--- src/rtl/pipe_stage_buf.sv ---
// Elastic pipeline register: STAGES chained skid-buffered slices with valid/ready,
// global flush and stall. Define PIPE_STAGE_PERF_EN to add stall/bubble counters.
module pipe_stage_buf #(
  parameter int unsigned WIDTH  = 64,
  parameter int unsigned STAGES = 1,
  parameter int unsigned OCC_W  = $clog2(2*STAGES+1)
) (
  input  logic             clk,
  input  logic             rst,
  input  logic             flush,
  input  logic             stall,
  input  logic             in_valid,
  output logic             in_ready,
  input  logic [WIDTH-1:0] in_data,
  output logic             out_valid,
  input  logic             out_ready,
  output logic [WIDTH-1:0] out_data,
  output logic [OCC_W-1:0] occupancy
`ifdef PIPE_STAGE_PERF_EN
  ,
  output logic [31:0]      perf_stall_cnt,
  output logic [31:0]      perf_bubble_cnt
`endif
);

  logic [WIDTH-1:0]  main_d [STAGES];
  logic [WIDTH-1:0]  skid_d [STAGES];
  logic [WIDTH-1:0]  up_d   [STAGES];
  logic [STAGES-1:0] main_v;
  logic [STAGES-1:0] skid_v;
  logic [STAGES-1:0] up_xfer;
  logic [STAGES-1:0] dn_xfer;

  assign in_ready  = ~skid_v[0] & ~stall & ~flush;
  assign out_valid = main_v[STAGES-1] & ~stall;
  assign out_data  = main_d[STAGES-1];
  assign occupancy = OCC_W'($countones({main_v, skid_v}));

  // Inter-slice handshakes ignore stall/flush; the register update below is gated instead.
  for (genvar k = 0; k < STAGES; k++) begin : g_link
    if (k == 0) begin : g_head
      assign up_xfer[k] = in_valid & in_ready;
      assign up_d[k]    = in_data;
    end else begin : g_mid
      assign up_xfer[k] = main_v[k-1] & ~skid_v[k];
      assign up_d[k]    = main_d[k-1];
    end
    if (k == STAGES-1) begin : g_tail
      assign dn_xfer[k] = out_valid & out_ready;
    end else begin : g_inner
      assign dn_xfer[k] = main_v[k] & ~skid_v[k+1];
    end
  end

  always_ff @(posedge clk) begin
    if (rst || flush) begin
      main_v <= '0;
      skid_v <= '0;
      for (int unsigned k = 0; k < STAGES; k++) begin
        main_d[k] <= '0;
        skid_d[k] <= '0;
      end
    end else if (!stall) begin
      for (int unsigned k = 0; k < STAGES; k++) begin
        if (dn_xfer[k]) begin
          if (skid_v[k]) begin
            main_d[k] <= skid_d[k];
            skid_v[k] <= 1'b0;
          end else if (up_xfer[k]) begin
            main_d[k] <= up_d[k];
          end else begin
            main_v[k] <= 1'b0;
          end
        end else if (up_xfer[k]) begin
          if (!main_v[k]) begin
            main_d[k] <= up_d[k];
            main_v[k] <= 1'b1;
          end else begin
            skid_d[k] <= up_d[k];
            skid_v[k] <= 1'b1;
          end
        end
      end
    end
  end

`ifdef PIPE_STAGE_PERF_EN
  logic [31:0] perf_stall_q;
  logic [31:0] perf_bubble_q;

  // Counters survive flush; only reset clears them.
  always_ff @(posedge clk) begin
    if (rst) begin
      perf_stall_q  <= '0;
      perf_bubble_q <= '0;
    end else begin
      if (stall) perf_stall_q <= perf_stall_q + 32'd1;
      if (out_ready && !out_valid && !stall) perf_bubble_q <= perf_bubble_q + 32'd1;
    end
  end

  assign perf_stall_cnt  = perf_stall_q;
  assign perf_bubble_cnt = perf_bubble_q;
`endif

endmodule

--- config.mk ---
export PLATFORM = sky130hd
export DESIGN_NAME = pipe_stage_buf
export DESIGN_NICKNAME = d
export VERILOG_FILES = /design/src/rtl/pipe_stage_buf.sv
export SDC_FILE = /design/constraint.sdc
export NUM_CORES = 1
export LEC_CHECK = 0
export ABC_AREA = 1
export CAP_MARGIN = 20
export CORE_MARGIN = 1.5
export CORE_UTILIZATION = 40
export CTS_BUF_LIST = sky130_fd_sc_hd__clkbuf_4 sky130_fd_sc_hd__clkbuf_8
export DETAILED_ROUTE_END_ITERATION = 12
export HOLD_SLACK_MARGIN = 0.03
export PLACE_DENSITY = 0.68
export SLEW_MARGIN = 30
export SYNTH_ARGS = -nofsm -noshare
export SYNTH_HDL_FRONTEND = slang
export SYNTH_SLANG_ARGS = --single-unit
--- constraint.sdc ---
create_clock -name clk -period 7.1 [get_ports clk]
set_clock_uncertainty 0.15 [all_clocks]
set_input_delay 0.71 -clock clk [delete_from_list [all_inputs] [get_ports clk]]
set_output_delay 0.71 -clock clk [all_outputs]
set_load 0.02 [all_outputs]
==> impl_metrics.prom <==
# TYPE chip_impl_metric gauge
chip_impl_info{name="status",value="finished clean"} 1
chip_impl_metric{name="worst-slew-pin-transition",unit="ns"} 0.8947
chip_impl_metric{name="ir_drop",unit="µV"} 113.0
chip_impl_metric{name="hold_violations",unit=""} 0
chip_impl_metric{name="synthCells",unit=""} 502
chip_impl_metric{name="final_wirelength",unit="µm"} 10400
chip_impl_metric{name="first_pass_grt_wire_length",unit="µm"} 16810
chip_impl_metric{name="place_congestion",unit=""} 0.6944
chip_impl_metric{name="number_of_nets_still_failing_antenna_checks_after_routing",unit=""} 0
chip_impl_info{name="worstSetupStartpointType",value="input port"} 1
chip_impl_metric{name="floorplan.initialDensity",unit="%"} 41.29
chip_impl_metric{name="cts.reportedPaths.clkPinSlew",unit="ns"} 0.07
chip_impl_metric{name="synth.yosys.warnings",unit=""} 0
chip_impl_metric{name="clock_path_buffers",unit=""} 2
chip_impl_metric{name="critical_path_required",unit="ns"} 6.99
chip_impl_metric{name="count_of_flip_flops_with_a_built_in_enable_after_synthesis",unit=""} 128
chip_impl_metric{name="numCtsBuffers",unit=""} 17
chip_impl_metric{name="numPlacedInstances",unit=""} 798
chip_impl_metric{name="die_w",unit="µm"} 120.4
chip_impl_metric{name="crit_arrival",unit="ns"} 3.15
chip_impl_metric{name="die_height",unit="µm"} 120.4
chip_impl_metric{name="final-setup-viol-count",unit=""} 0
chip_impl_metric{name="finish.cell_count_without_fillers",unit=""} 830
chip_impl_info{name="critPathKind",value="input port to register"} 1
chip_impl_metric{name="max_cap_violations",unit=""} 0
chip_impl_metric{name="nNetsFinal",unit=""} 713
chip_impl_info{name="end_kind",value="register"} 1
chip_impl_metric{name="setup-tns-final",unit="ns"} 0
chip_impl_metric{name="grt_use_met1",unit="%"} 18.66
chip_impl_metric{name="post-route-cell-area",unit="µm²"} 7423
chip_impl_info{name="cts-root-buf",value="sky130_fd_sc_hd__clkbuf_8"} 1
chip_impl_metric{name="drtPass1Iterations",unit=""} 6
chip_impl_metric{name="grt_use_met3",unit="%"} 4.575
chip_impl_metric{name="global_route.usage.met2",unit="%"} 24.50
chip_impl_metric{name="final_layout_size_suffix_gt1_share",unit="%"} 9.939
chip_impl_metric{name="max-slew-margin-rel",unit="%"} 40.36
chip_impl_info{name="dominant_register_cell_in_the_synthesized_netlist",value="sky130_fd_sc_hd__edfxtp_1"} 1
chip_impl_metric{name="detail_route.iter0.violations",unit=""} 260
chip_impl_metric{name="synth_largest_type_area_fraction",unit="%"} 69.74
chip_impl_metric{name="cts-hold-fix-buffers",unit=""} 0
chip_impl_metric{name="antenna_found_initial",unit=""} 0
chip_impl_metric{name="postPlaceCellArea",unit="µm²"} 6969
chip_impl_metric{name="std_cell_rows",unit=""} 42
chip_impl_metric{name="synthesis.area",unit="µm²"} 5512
chip_impl_info{name="cts_tree",value="yes"} 1
chip_impl_metric{name="report.power.total",unit="W"} 0.001753
chip_impl_metric{name="async_reset_ff_share",unit="%"} 0
chip_impl_metric{name="routed_wire_length_per_instance",unit="µm"} 12.52
chip_impl_metric{name="detail_route.drc_violations",unit=""} 0
chip_impl_metric{name="synth_cell_type_count",unit=""} 20
chip_impl_metric{name="worst_r2r_path_depth",unit=""} 6
chip_impl_metric{name="synth_nets",unit=""} 574
chip_impl_metric{name="layout_filler_cell_count",unit=""} 1163
chip_impl_metric{name="critPathMaxFanout",unit=""} 65
chip_impl_metric{name="portBuffers",unit=""} 137
chip_impl_info{name="synth_top_area_cell",value="sky130_fd_sc_hd__edfxtp_1"} 1
chip_impl_metric{name="io_pins",unit=""} 138
chip_impl_info{name="worst_hold_path_type",value="register to register"} 1
chip_impl_metric{name="drv_slew",unit=""} 0
chip_impl_metric{name="fp.dieArea",unit="µm²"} 14490
chip_impl_metric{name="cts_num_sinks",unit=""} 130
chip_impl_info{name="count_leader_synth",value="sky130_fd_sc_hd__nand2_1"} 1
chip_impl_metric{name="dp.final_hpwl",unit="µm"} 6490
chip_impl_metric{name="placeableCoreArea",unit="µm²"} 13350
chip_impl_info{name="synth_top_cells_by_count",value="sky130_fd_sc_hd__nand2_1 (180), sky130_fd_sc_hd__edfxtp_1 (128), sky130_fd_sc_hd__inv_1 (69), sky130_fd_sc_hd__nor2_1 (66), sky130_fd_sc_hd__nand2_2 (20)"} 1
chip_impl_metric{name="antenna_fix_cells",unit=""} 0
chip_impl_metric{name="post_synthesis_register_bit_count",unit=""} 130
chip_impl_metric{name="fmax_achieved",unit="MHz"} 306.8
chip_impl_info{name="gr-max-usage-layer",value="met2"} 1
chip_impl_metric{name="ys_seq_area_share",unit="%"} 70.47
chip_impl_metric{name="vias_per_cell",unit=""} 4.337
chip_impl_metric{name="first_global_vias",unit=""} 3559
chip_impl_metric{name="grt_overflow",unit=""} 0
chip_impl_metric{name="synthesis.area_per_instance",unit="µm²"} 10.98
chip_impl_info{name="synth.top_cells.by_area",value="sky130_fd_sc_hd__edfxtp_1 (70%), sky130_fd_sc_hd__nand2_1 (12%), sky130_fd_sc_hd__inv_1 (4.7%), sky130_fd_sc_hd__nor2_1 (4.5%), sky130_fd_sc_hd__nand2_2 (2.3%)"} 1
chip_impl_metric{name="clkLatencyLatePin",unit="ns"} 0.42
chip_impl_metric{name="dr_total_vias",unit=""} 3600
chip_impl_metric{name="cts_resized",unit=""} 0
chip_impl_metric{name="largest_net_degree_at_the_start_of_global_routing",unit=""} 66
chip_impl_metric{name="min_delay_path_depth",unit=""} 2
chip_impl_metric{name="post_cts_setup_buffer_count",unit=""} 0
chip_impl_metric{name="clock_tree.htree_level_count",unit=""} 4
chip_impl_metric{name="area_growth_syn_to_layout",unit="%"} 34.69
chip_impl_metric{name="finalCritPeriodShare",unit="%"} 45.91
chip_impl_metric{name="groute.usage.overall",unit="%"} 15.07
chip_impl_metric{name="pwr_density_cell",unit="nW/µm²"} 236.1
chip_impl_metric{name="final.min_clock_period",unit="ns"} 3.259
chip_impl_metric{name="p_leak",unit="nW"} 3.343
chip_impl_info{name="setup_repair_after_global_routing_missed_its_margin",value="no"} 1
logic make-up after synthesis:
family	share of synthesized area, %
and+or+nand+nor	20.75
DFF	70.47
adders and majority gates	0.4540
buffers and inverters	8.059
AOI/OAI and AO/OA	0.2723
power breakdown:
| part | switching [W] | internal, W |
|---|---|---|
| sequential | 0.0000109 | 0.000879 |
| clock | 0.000271 | 0.000437 |
| combinational | 0.0000778 | 0.0000769 |
path summary, 6_finish.rpt:
kind | to | start | slack (ns)
max reg2reg | main_d[0][34]$_DFFE_PP_ | main_v$_SDFFE_PP0P_ | 4.35
max | main_d[0][34]$_DFFE_PP_ | flush | 3.84
min reg2reg | main_d[0][37]$_DFFE_PP_ | skid_d[0][37]$_SDFFCE_PN0P_ | 0.37
min | main_d[0][37]$_DFFE_PP_ | skid_d[0][37]$_SDFFCE_PN0P_ | 0.37
placed cells by master (no fill, tap or decap):
master                            synthesis  final
sky130_fd_sc_hd__inv_2                    2      2
sky130_fd_sc_hd__o21ai_4                  0      1
sky130_fd_sc_hd__nor2_1                  66     66
sky130_fd_sc_hd__nand2_1                180    179
sky130_fd_sc_hd__nand2_2                 20     19
sky130_fd_sc_hd__nand3_1                  3      3
sky130_fd_sc_hd__inv_1                   69     69
sky130_fd_sc_hd__nor2_4                   1      2
sky130_fd_sc_hd__nand3_2                  1      1
sky130_fd_sc_hd__a21oi_1                  2      2
sky130_fd_sc_hd__clkinv_4                 0      2
sky130_fd_sc_hd__clkinv_2                 0      3
sky130_fd_sc_hd__nor2_2                   3      2
sky130_fd_sc_hd__nand3b_1                 1      1
sky130_fd_sc_hd__bufinv_16                0      5
sky130_fd_sc_hd__nand2_4                  0      2
sky130_fd_sc_hd__edfxtp_1               128    128
sky130_fd_sc_hd__clkdlybuf4s50_1          0    137
sky130_fd_sc_hd__buf_4                    0      2
sky130_fd_sc_hd__clkbuf_4                 0      5
sky130_fd_sc_hd__nand4_2                  1      1
sky130_fd_sc_hd__nor2_8                   1      1
sky130_fd_sc_hd__dfxtp_1                  2      2
sky130_fd_sc_hd__clkbuf_8                 0     17
sky130_fd_sc_hd__ha_1                     2      2
worst max-delay path, cell delays in order:
cell and delay [ns]:
sky130_fd_sc_hd__clkdlybuf4s50_1 0.43, sky130_fd_sc_hd__nor2_2 0.31, sky130_fd_sc_hd__nand2_1 0.16, sky130_fd_sc_hd__nor2_4 0.11, sky130_fd_sc_hd__buf_4 0.57, sky130_fd_sc_hd__nor2_1 0.15, sky130_fd_sc_hd__nand2_4 0.65
layout make-up:
type / instances / area, µm² / area share, %
Clock buffer: 22 / 271.5 / 3.658
Clock inverter: 10 / 182.7 / 2.461
Inverter: 71 / 266.5 / 3.590
Multi-Input combinational cell: 282 / 1212 / 16.33
Sequential cell: 130 / 3884 / 52.32
Tap cell: 176 / 220.2 / 2.966
Timing Repair Buffer: 139 / 1386 / 18.68
registers in the layout, indices dropped and copies added, names as in the netlist:
signal and cells:
main_v 1, skid_v 1, skid_d 64, main_d 64
layer usage:
metal | routed length (µm) | vias to the layer above
li1 | - | 1852
met1 | 4486 | 1623
met2 | 5126 | 110
met3 | 580 | 15
met4 | 202 | 0
met5 | 0 | -
per-stage QoR:
step | worst slack (ns) | hold WS, ns | util [%]
floorplan | 0.9507 | 0.3443 | -
global placement | 3.458 | 0.3496 | 52.17
detailed placement | 3.359 | 0.3514 | 52.21
CTS | 3.861 | 0.3665 | 55.61
global route | 3.658 | 0.3878 | 55.61
finish | 3.841 | 0.3670 | 55.61
Power figures use the tool's default switching activity.
